<file path="src/rtl/microarchtrace_pkg.sv">
// rtl/microarchtrace_pkg.sv - shared types for the microarchitecture trace event arbiter
package microarchtrace_pkg;

    typedef enum logic [2:0] {
        EV_WB        = 3'd0,
        EV_WB_DONE   = 3'd1,
        EV_IDEX      = 3'd2,
        EV_IDEX_DONE = 3'd3,
        EV_IF        = 3'd4,
        EV_IF_START  = 3'd5,
        EV_IF_END    = 3'd6,
        EV_RSVD      = 3'd7
    } ev_kind_e;

    localparam int EV_NUM = 7;

    typedef struct packed {
        logic [EV_NUM-1:0] mask;
        logic [31:0]       wb_pc;
        logic [31:0]       idex_pc;
        logic [31:0]       fetch_pc;
        logic [31:0]       insn;
        logic [1:0]        mode;
        logic              c;
        logic [15:0]       c_insn;
    } ev_bundle_t;

    typedef enum logic {
        ST_IDLE,
        ST_EMIT
    } drain_state_e;

    // Lowest set bit wins, which is the fixed stage priority order.
    function automatic ev_kind_e lowest_kind(input logic [EV_NUM-1:0] m);
        ev_kind_e k;
        k = EV_WB;
        for (int i = EV_NUM - 1; i >= 0; i--) begin
            if (m[i]) begin
                k = ev_kind_e'(i[2:0]);
            end
        end
        return k;
    endfunction

endpackage

</file>
<file path="src/rtl/microarchtrace_fifo.sv">
// rtl/microarchtrace_fifo.sv - synchronous bundle FIFO with head and next-head peek ports
module microarchtrace_fifo
    import microarchtrace_pkg::*;
#(
    parameter int DEPTH = 8
) (
    input  logic                     clk,
    input  logic                     rst_n,
    input  logic                     push_i,
    input  ev_bundle_t               push_data_i,
    input  logic                     pop_i,
    output ev_bundle_t               head_o,
    output logic [EV_NUM-1:0]        next_mask_o,
    output logic                     full_o,
    output logic                     empty_o,
    output logic [$clog2(DEPTH):0]   count_o
);

    localparam int AW = $clog2(DEPTH);

    ev_bundle_t      mem_q [DEPTH];
    logic [AW-1:0]   wr_ptr_q, wr_ptr_d;
    logic [AW-1:0]   rd_ptr_q, rd_ptr_d;
    logic [AW:0]     count_q, count_d;
    logic [AW-1:0]   rd_next;
    logic            pop_eff;

    assign pop_eff = pop_i && (count_q != '0);
    assign rd_next = rd_ptr_q + 1'b1;

    always_comb begin
        wr_ptr_d = wr_ptr_q;
        rd_ptr_d = rd_ptr_q;
        count_d  = count_q;
        if (push_i) begin
            wr_ptr_d = wr_ptr_q + 1'b1;
        end
        if (pop_eff) begin
            rd_ptr_d = rd_next;
        end
        if (push_i && !pop_eff) begin
            count_d = count_q + 1'b1;
        end else if (!push_i && pop_eff) begin
            count_d = count_q - 1'b1;
        end
    end

    always_ff @(posedge clk) begin
        if (!rst_n) begin
            wr_ptr_q <= '0;
            rd_ptr_q <= '0;
            count_q  <= '0;
        end else begin
            wr_ptr_q <= wr_ptr_d;
            rd_ptr_q <= rd_ptr_d;
            count_q  <= count_d;
        end
    end

    // Storage needs no reset; the pointers and count define what is valid.
    always_ff @(posedge clk) begin
        if (push_i) begin
            mem_q[wr_ptr_q] <= push_data_i;
        end
    end

    assign head_o      = mem_q[rd_ptr_q];
    assign next_mask_o = mem_q[rd_next].mask;
    assign count_o     = count_q;
    assign empty_o     = (count_q == '0);
    assign full_o      = count_q[AW];

endmodule

</file>
<file path="src/rtl/microarchtrace_event_arbiter.sv">
// rtl/microarchtrace_event_arbiter.sv - serialises per-cycle trace event bundles into one event stream
module microarchtrace_event_arbiter
    import microarchtrace_pkg::*;
#(
    parameter int DEPTH = 8,
    parameter int SEQ_W = 16
) (
    input  logic              clk,
    input  logic              rst_n,
    input  logic [6:0]        ev_mask_i,
    input  logic [31:0]       wb_pc_i,
    input  logic [31:0]       idex_pc_i,
    input  logic [31:0]       fetch_pc_i,
    input  logic [31:0]       fetch_insn_i,
    input  logic [1:0]        fetch_mode_i,
    input  logic              fetch_c_i,
    input  logic [15:0]       fetch_c_insn_i,
    output logic              out_valid_o,
    input  logic              out_ready_i,
    output logic [2:0]        out_kind_o,
    output logic [31:0]       out_pc_o,
    output logic [31:0]       out_insn_o,
    output logic [1:0]        out_mode_o,
    output logic              out_c_o,
    output logic [15:0]       out_c_insn_o,
    output logic              out_lost_o,
    output logic [SEQ_W-1:0]  out_seq_o,
    output logic [15:0]       drop_cnt_o
);

    localparam int CNT_W = $clog2(DEPTH) + 1;

    drain_state_e        state_q, state_d;
    logic [EV_NUM-1:0]   rem_q, rem_d;
    logic [SEQ_W-1:0]    seq_q, seq_d;
    logic [15:0]         drop_q, drop_d;
    logic                lost_q, lost_d;

    ev_bundle_t          in_bundle;
    ev_bundle_t          head;
    logic [EV_NUM-1:0]   next_mask;
    logic                fifo_full;
    logic                fifo_empty;
    logic [CNT_W-1:0]    fifo_count;

    logic                emit;
    logic                capture;
    logic                handshake;
    logic [EV_NUM-1:0]   rem_clr;
    logic                pop;
    logic                push_ok;
    logic                drop;
    ev_kind_e            cur_kind;

    assign in_bundle = '{
        mask:     ev_mask_i,
        wb_pc:    wb_pc_i,
        idex_pc:  idex_pc_i,
        fetch_pc: fetch_pc_i,
        insn:     fetch_insn_i,
        mode:     fetch_mode_i,
        c:        fetch_c_i,
        c_insn:   fetch_c_insn_i
    };

    assign emit      = (state_q == ST_EMIT);
    assign capture   = (ev_mask_i != '0);
    assign handshake = emit && out_ready_i;
    assign rem_clr   = rem_q & (rem_q - 1'b1);
    assign pop       = handshake && (rem_clr == '0);
    // A full FIFO still takes the push when its head leaves on the same edge.
    assign push_ok   = capture && (!fifo_full || pop);
    assign drop      = capture && !push_ok;
    assign cur_kind  = lowest_kind(rem_q);

    microarchtrace_fifo #(
        .DEPTH (DEPTH)
    ) u_fifo (
        .clk         (clk),
        .rst_n       (rst_n),
        .push_i      (push_ok),
        .push_data_i (in_bundle),
        .pop_i       (pop),
        .head_o      (head),
        .next_mask_o (next_mask),
        .full_o      (fifo_full),
        .empty_o     (fifo_empty),
        .count_o     (fifo_count)
    );

    always_comb begin
        state_d = state_q;
        rem_d   = rem_q;
        seq_d   = seq_q;
        drop_d  = drop_q;
        lost_d  = lost_q;

        case (state_q)
            ST_IDLE: begin
                if (!fifo_empty) begin
                    state_d = ST_EMIT;
                    rem_d   = head.mask;
                end
            end
            ST_EMIT: begin
                if (handshake) begin
                    seq_d = seq_q + 1'b1;
                    if (rem_clr != '0) begin
                        rem_d = rem_clr;
                    end else if (fifo_count != CNT_W'(1)) begin
                        rem_d = next_mask;
                    end else begin
                        state_d = ST_IDLE;
                        rem_d   = '0;
                    end
                end
            end
            default: begin
                state_d = ST_IDLE;
                rem_d   = '0;
            end
        endcase

        if (handshake) begin
            lost_d = 1'b0;
        end
        if (drop) begin
            lost_d = 1'b1;
            if (drop_q != 16'hFFFF) begin
                drop_d = drop_q + 16'd1;
            end
        end
    end

    always_ff @(posedge clk) begin
        if (!rst_n) begin
            state_q <= ST_IDLE;
            rem_q   <= '0;
            seq_q   <= '0;
            drop_q  <= '0;
            lost_q  <= 1'b0;
        end else begin
            state_q <= state_d;
            rem_q   <= rem_d;
            seq_q   <= seq_d;
            drop_q  <= drop_d;
            lost_q  <= lost_d;
        end
    end

    // Payload is decoded from the FIFO head and the remaining mask, both registered.
    always_comb begin
        out_valid_o  = emit;
        out_kind_o   = 3'd0;
        out_pc_o     = '0;
        out_insn_o   = '0;
        out_mode_o   = '0;
        out_c_o      = 1'b0;
        out_c_insn_o = '0;
        if (emit) begin
            out_kind_o = cur_kind;
            case (cur_kind)
                EV_WB, EV_WB_DONE:     out_pc_o = head.wb_pc;
                EV_IDEX, EV_IDEX_DONE: out_pc_o = head.idex_pc;
                EV_IF, EV_IF_END:      out_pc_o = head.fetch_pc;
                default:               out_pc_o = '0;
            endcase
            if (cur_kind == EV_IF || cur_kind == EV_IF_END) begin
                out_insn_o   = head.insn;
                out_mode_o   = head.mode;
                out_c_o      = head.c;
                out_c_insn_o = head.c_insn;
            end
        end
    end

    assign out_lost_o = emit && lost_q;
    assign out_seq_o  = seq_q;
    assign drop_cnt_o = drop_q;

endmodule

</file>
<file path="config.mk">
export PLATFORM = sky130hd
export DESIGN_NAME = microarchtrace_event_arbiter
export DESIGN_NICKNAME = d
export VERILOG_FILES = /design/src/rtl/microarchtrace_pkg.sv /design/src/rtl/microarchtrace_fifo.sv /design/src/rtl/microarchtrace_event_arbiter.sv
export SDC_FILE = /design/constraint.sdc
export NUM_CORES = 1
export LEC_CHECK = 0
export ABC_AREA = 0
export CORE_ASPECT_RATIO = 2
export CORE_MARGIN = 8
export CORE_UTILIZATION = 54
export CTS_CLUSTER_DIAMETER = 40
export DETAILED_ROUTE_END_ITERATION = 10
export GPL_TIMING_DRIVEN = 1
export PLACE_DENSITY = 0.73
export SLEW_MARGIN = 0
export SYNTH_ARGS = -nofsm -noshare
export SYNTH_HDL_FRONTEND = slang
export SYNTH_HIERARCHICAL = 1
export SYNTH_SLANG_ARGS = --single-unit
</file>
<file path="constraint.sdc">
create_clock -name clk -period 13.71 [get_ports clk]
set_input_delay 1.371 -clock clk [delete_from_list [all_inputs] [get_ports clk]]
set_output_delay 1.371 -clock clk [all_outputs]
set_load 0.1 [all_outputs]
</file>
Word-level counts from Yosys, hierarchy flattened
Memories as Yosys holds them, arrays and structs flattened. A register that Yosys moved wholly into a read port is not among the register bits.
Index checks and enable logic that the tools add are counted.
Operators by class
  equal/unequal tests: 9
  reductions and logical operators: 27
  bitwise logic cells: 2
  add/sub/neg operators: 7
  mux-type cells: 36
Operators with widths (number)
  32-bit 2-to-1 mux: 3
  32-bit one-hot mux with 3 select lines: 1
  16-bit by 1-bit adder with 16-bit output (second input constant): 2
  16-bit 2-to-1 mux: 2
  3-bit 2-to-1 mux: 10
  7-bit 2-to-1 mux: 4
  16-bit != test (second input constant): 1
  7-bit one-hot mux with 2 select lines: 1
  7-bit nonzero test: 2
  1-bit 2-to-1 mux: 10
  1-bit logical AND: 8
  4-bit 2-to-1 mux: 2
  7-bit bitwise AND: 1
  7-bit zero test: 1
  7-bit by 1-bit subtractor with 7-bit output (second input constant): 1
  3-bit by 1-bit adder with 3-bit output (second input constant): 2
  3-bit by 2-bit equality test with 1-bit output (second input constant): 2
  3-bit equality test (second input constant): 2
  2-bit AND reduction: 3
  2-bit OR reduction: 3
  4-bit by 1-bit adder with 4-bit output (second input constant): 1
  4-bit zero test: 1
  2-bit 2-to-1 mux: 2
  4-bit by 1-bit != test with 1-bit output (second input constant): 1
  other kinds (11): 15
Word-level totals
  memory bits (writable): 1232
  memories: 1
  flip-flop bits (word level): 51
  output and inout bits: 120
  word-level logic and storage cells: 90
Memories
  u_fifo.mem_q: depth 8, bits a word 154, rd ports 2, clocked after memory_dff 1, wr ports 1, line microarchtrace_fifo.sv:21  | ev_bundle_t mem_q [DEPTH];

Depth between registers and ports, before layout
  word-level depth: 11
  gate-level depth with buffers: 13
  gate-level depth less buffers: 11

Modules after synthesis
The synthesis kept the hierarchy.
Modules (own cells, without submodules)
  microarchtrace_fifo: cells each 1875, area each 47231.5 um2, sequential area each 37255.7 um2, times used 1
  microarchtrace_event_arbiter: cells each 449, area each 3183.1 um2, sequential area each 820.8 um2, times used 1

Worst setup path after synthesis
OpenSTA, ideal clock, no wires.
  path type: input port to flip-flop
  from: input port out_ready_i
  to: memory u_fifo/mem_q[0][0] (netlist name), enable pin
  data required time: 12.854 ns
  library setup time: 0.856 ns
  buffers on the path: 1
  path slack: -0.027 ns
  arrival: 12.881 ns
  cell stages on the path: 6
  cell sequence: nand2_1 a211oi_4 buf_4 o21a_1 nand2b_1 nor3_1
On the way
  word-level cells in the longest chain between the ends: 6
Ends and longest elaborated chain
  start, declared: line microarchtrace_event_arbiter.sv:19  | input logic out_ready_i,
  1-bit logical AND: line microarchtrace_event_arbiter.sv:68  | assign handshake = emit && out_ready_i;
  1-bit logical AND: line microarchtrace_event_arbiter.sv:70  | assign pop = handshake && (rem_clr == '0);
  via pop: line microarchtrace_event_arbiter.sv:50  | logic pop;
  1-bit logical OR: line microarchtrace_event_arbiter.sv:72  | assign push_ok = capture && (!fifo_full || pop);
  1-bit logical AND: line microarchtrace_event_arbiter.sv:72
  via push_ok: line microarchtrace_event_arbiter.sv:51  | logic push_ok;
  1-bit 2-to-1 mux: line microarchtrace_fifo.sv:62  | if (push_i) begin
  1-bit 2-to-1 mux (not written as such): line microarchtrace_fifo.sv:63  | mem_q[wr_ptr_q] <= push_data_i;
  end, declared: line microarchtrace_fifo.sv:21
The timed path passes the listed nets, and every way through them passes these cells.

==> flow_summary.json <==
{
  "drc": 0,
  "cp.arrival_ns": 5.76,
  "synth-seq-area-share": 0.755,
  "clock_latency_ns": 0.73,
  "yosysMostFrequentCell": "edfxtp_1",
  "post-route-period-util": 0.520,
  "drt_wl_total_um": 115000,
  "synth_common_cells": "1232 x edfxtp_1, 322 x mux4_2, 161 x mux2_2, 57 x and3_1, 57 x buf_2",
  "crit_top_cell": "buf_4",
  "critical_path_class": "reg -> out",
  "clock_sinks": 1286,
  "final_util": 0.629,
  "drt_iter0_markers": 1814,
  "yosysTopAreaCellShare": 0.734,
  "cts_tree": "built",
  "slew_headroom": 0.198,
  "route.met3.wl_um": 7240,
  "ys_ff_latch": 1286,
  "initial_core_util": 0.544,
  "ys_types": 52,
  "yosysTopAreaCell": "edfxtp_1",
  "critPathSlowestCell": "dfxtp_4",
  "grtUsageTotal": 0.223,
  "cap_viol_max_count": 0,
  "top_layer": "met5",
  "critPathLaunchType": "flip-flop",
  "cp.required_ns": 12.34,
  "finalHoldViolations": 0,
  "finClkSkew_ns": 0.0289,
  "power_leakage_nw": 18.1,
  "fin_nets": 2786,
  "firstDrtPassIters": 5,
  "hold_slack_ns": 0.501,
  "syn2layout_area_growth_pct": 15.8,
  "postRouteAntennaNets": 0,
  "grt_max_degree": 119,
  "synth-edff-count": 1232,
  "postCtsSetupBuffers": 0,
  "setup_violations": 0,
  "synth-main-ff-cell": "edfxtp_1",
  "met2_length_um": 61200,
  "worstMarginPinSlew_ns": 1.20,
  "hold_start": "drop_cnt_o[15]",
  "drv_slew": 0,
  "crit_chain": "buf_4 -> buf_4 -> mux4_2 -> mux2_2 -> a22oi_1 -> a21oi_1 -> clkdlybuf4s50_1",
  "wl_per_cell_um": 29.3,
  "rrSetupSlack_ns": 8.57,
  "max_freq_mhz": 140,
  "crit_fanout": 54,
  "cts_hold_buf": 0,
  "vias": 24400,
  "fillers": 6176,
  "syn_area_mm2": 0.0504,
  "fp-row-count": 158,
  "avgViaCountPerCell": 6.20,
  "peakVddDrop_mv": 0.224,
  "hold_class": "reg -> reg",
  "fin_crit_ns": 7.13,
  "core_mm2": 0.0927,
  "avgSynthCellArea_um2": 21.7,
  "placed_cells": 3707,
  "worstPathBufferInverterCount": 3,
  "ys.warnings.count": 6,
  "wl_met1_um": 44200,
  "clk_pin_slew_ns": 0.07,
  "cts_made_buffers": 112,
  "grt_overflow": 0,
  "finalSetupTns_ns": 0,
  "max_stage_delay_ns": 1.08,
  "antenna_found_initial": 16,
  "root_buffer": "clkbuf_16",
  "die_area_mm2": 0.104,
  "ctsResizeCount": 0,
  "place_congestion": 0.781,
  "final_cells": 3933,
  "synth_nets": 2489,
  "status": "completed",
  "io_buffers": 276,
  "dpl.hpwl_um": 65300,
  "setup.worst_path.end_class": "output port",
  "reg2reg_from": "out_valid_o",
  "die_y_um": 448,
  "synthCells": 2324,
  "post_route_cells_drive_above_1_share": 0.268,
  "grt_pass1_wl_um": 171000,
  "p_per_area_mw_per_mm2": 204,
  "synth_area_leaders": "edfxtp_1 73%, mux4_2 14%, mux2_2 3.6%",
  "grt_setup_unrepaired": "false",
  "htreeDepth": 3,
  "synthArstFlopShare": 0,
  "grt_pass1_vias": 26400,
  "path_delay_family": "buffers and inverters",
  "chipWidth_um": 232,
  "cts_buffer_depth": 3,
  "io_pins": 277
}
==> worst paths after layout <==
kind / cells after the start / end
setup / recovery: 7 / out_pc_o[0]
hold reg to reg: 2 / drop_cnt_o[15]
setup reg to reg: 7 / u_fifo/mem_q[1][129]
hold / removal: 2 / drop_cnt_o[15]
==> tightest hold or removal path: cells and delay by family (launching register included) <==
kind,cells,cell delay [ns]
flops,1,0.33
mux,1,0.06
simple gates,1,0.06
==> cells by family after synthesis <==
| logic type | after synthesis | synth area share |
|---|---|---|
| compound gates | 126 | 0.0166 |
| xor+xnor | 18 | 0.00313 |
| simple gates | 245 | 0.0258 |
| mux | 495 | 0.182 |
| flops | 1286 | 0.755 |
| buf+inv | 145 | 0.0146 |
| fa+ha+maj | 9 | 0.00236 |
==> sequential cells by signal (all words and copies together) (netlist names), named ones only <==
name             flops
u_fifo/count_o       4
u_fifo/wr_ptr_q      3
lost_q               1
u_fifo/rd_ptr_q      3
out_seq_o           16
drop_cnt_o          16
out_valid_o          1
rem_q                7
u_fifo/mem_q      1232
==> where the power goes <==
part           internal [mW]  total (mW)  switching [mW]
Combinational           1.18        3.25            2.07
Clock                   1.84        3.28            1.44
Sequential              5.14        5.39           0.247
==> cells in the final DEF, fill, tap and decap left out, types with 13 or more instances in the layout <==
master	count
edfxtp_1	1232
mux4_2	322
clkdlybuf4s50_1	276
mux2_2	161
clkbuf_16	113
and3_1	57
a21oi_1	52
dfxtp_1	51
nand2_1	41
nand3_1	41
buf_4	34
a22oi_1	32
nor2_1	27
clkinv_2	23
clkinv_1	17
diode_2	16
bufinv_16	16
nand2b_1	14
clkbuf_1	13
==> area by class of cell <==
type,count,area [um^2],area share
diodes,16,40.0,0.000686
clock buffers,126,2880,0.0493
clock inverters,84,961,0.0165
inverters,12,45.0,0.000772
multi-input cells,893,11700,0.201
flip-flops and latches,1286,38100,0.653
well taps,1200,1500,0.0257
repair buffers,316,3140,0.0538
==> stage by stage <==
step	area [um^2]	setup WS, ns	total power, mW
after floorplan	50400	4.11	7.81
after global placement	54500	7.26	8.67
after detailed placement	54500	7.20	8.77
after CTS	58300	6.38	12.0
after global routing	58300	6.16	12.4
final	58400	6.58	11.9
==> routing by layer <==
layer  global-route usage  vias up
li1                     -    10400
met1                0.274    13000
met2                0.395      836
met3               0.0441      162
met4               0.0742        2
met5                    0        -
No activity file was read; power rests on OpenSTA's default activity.
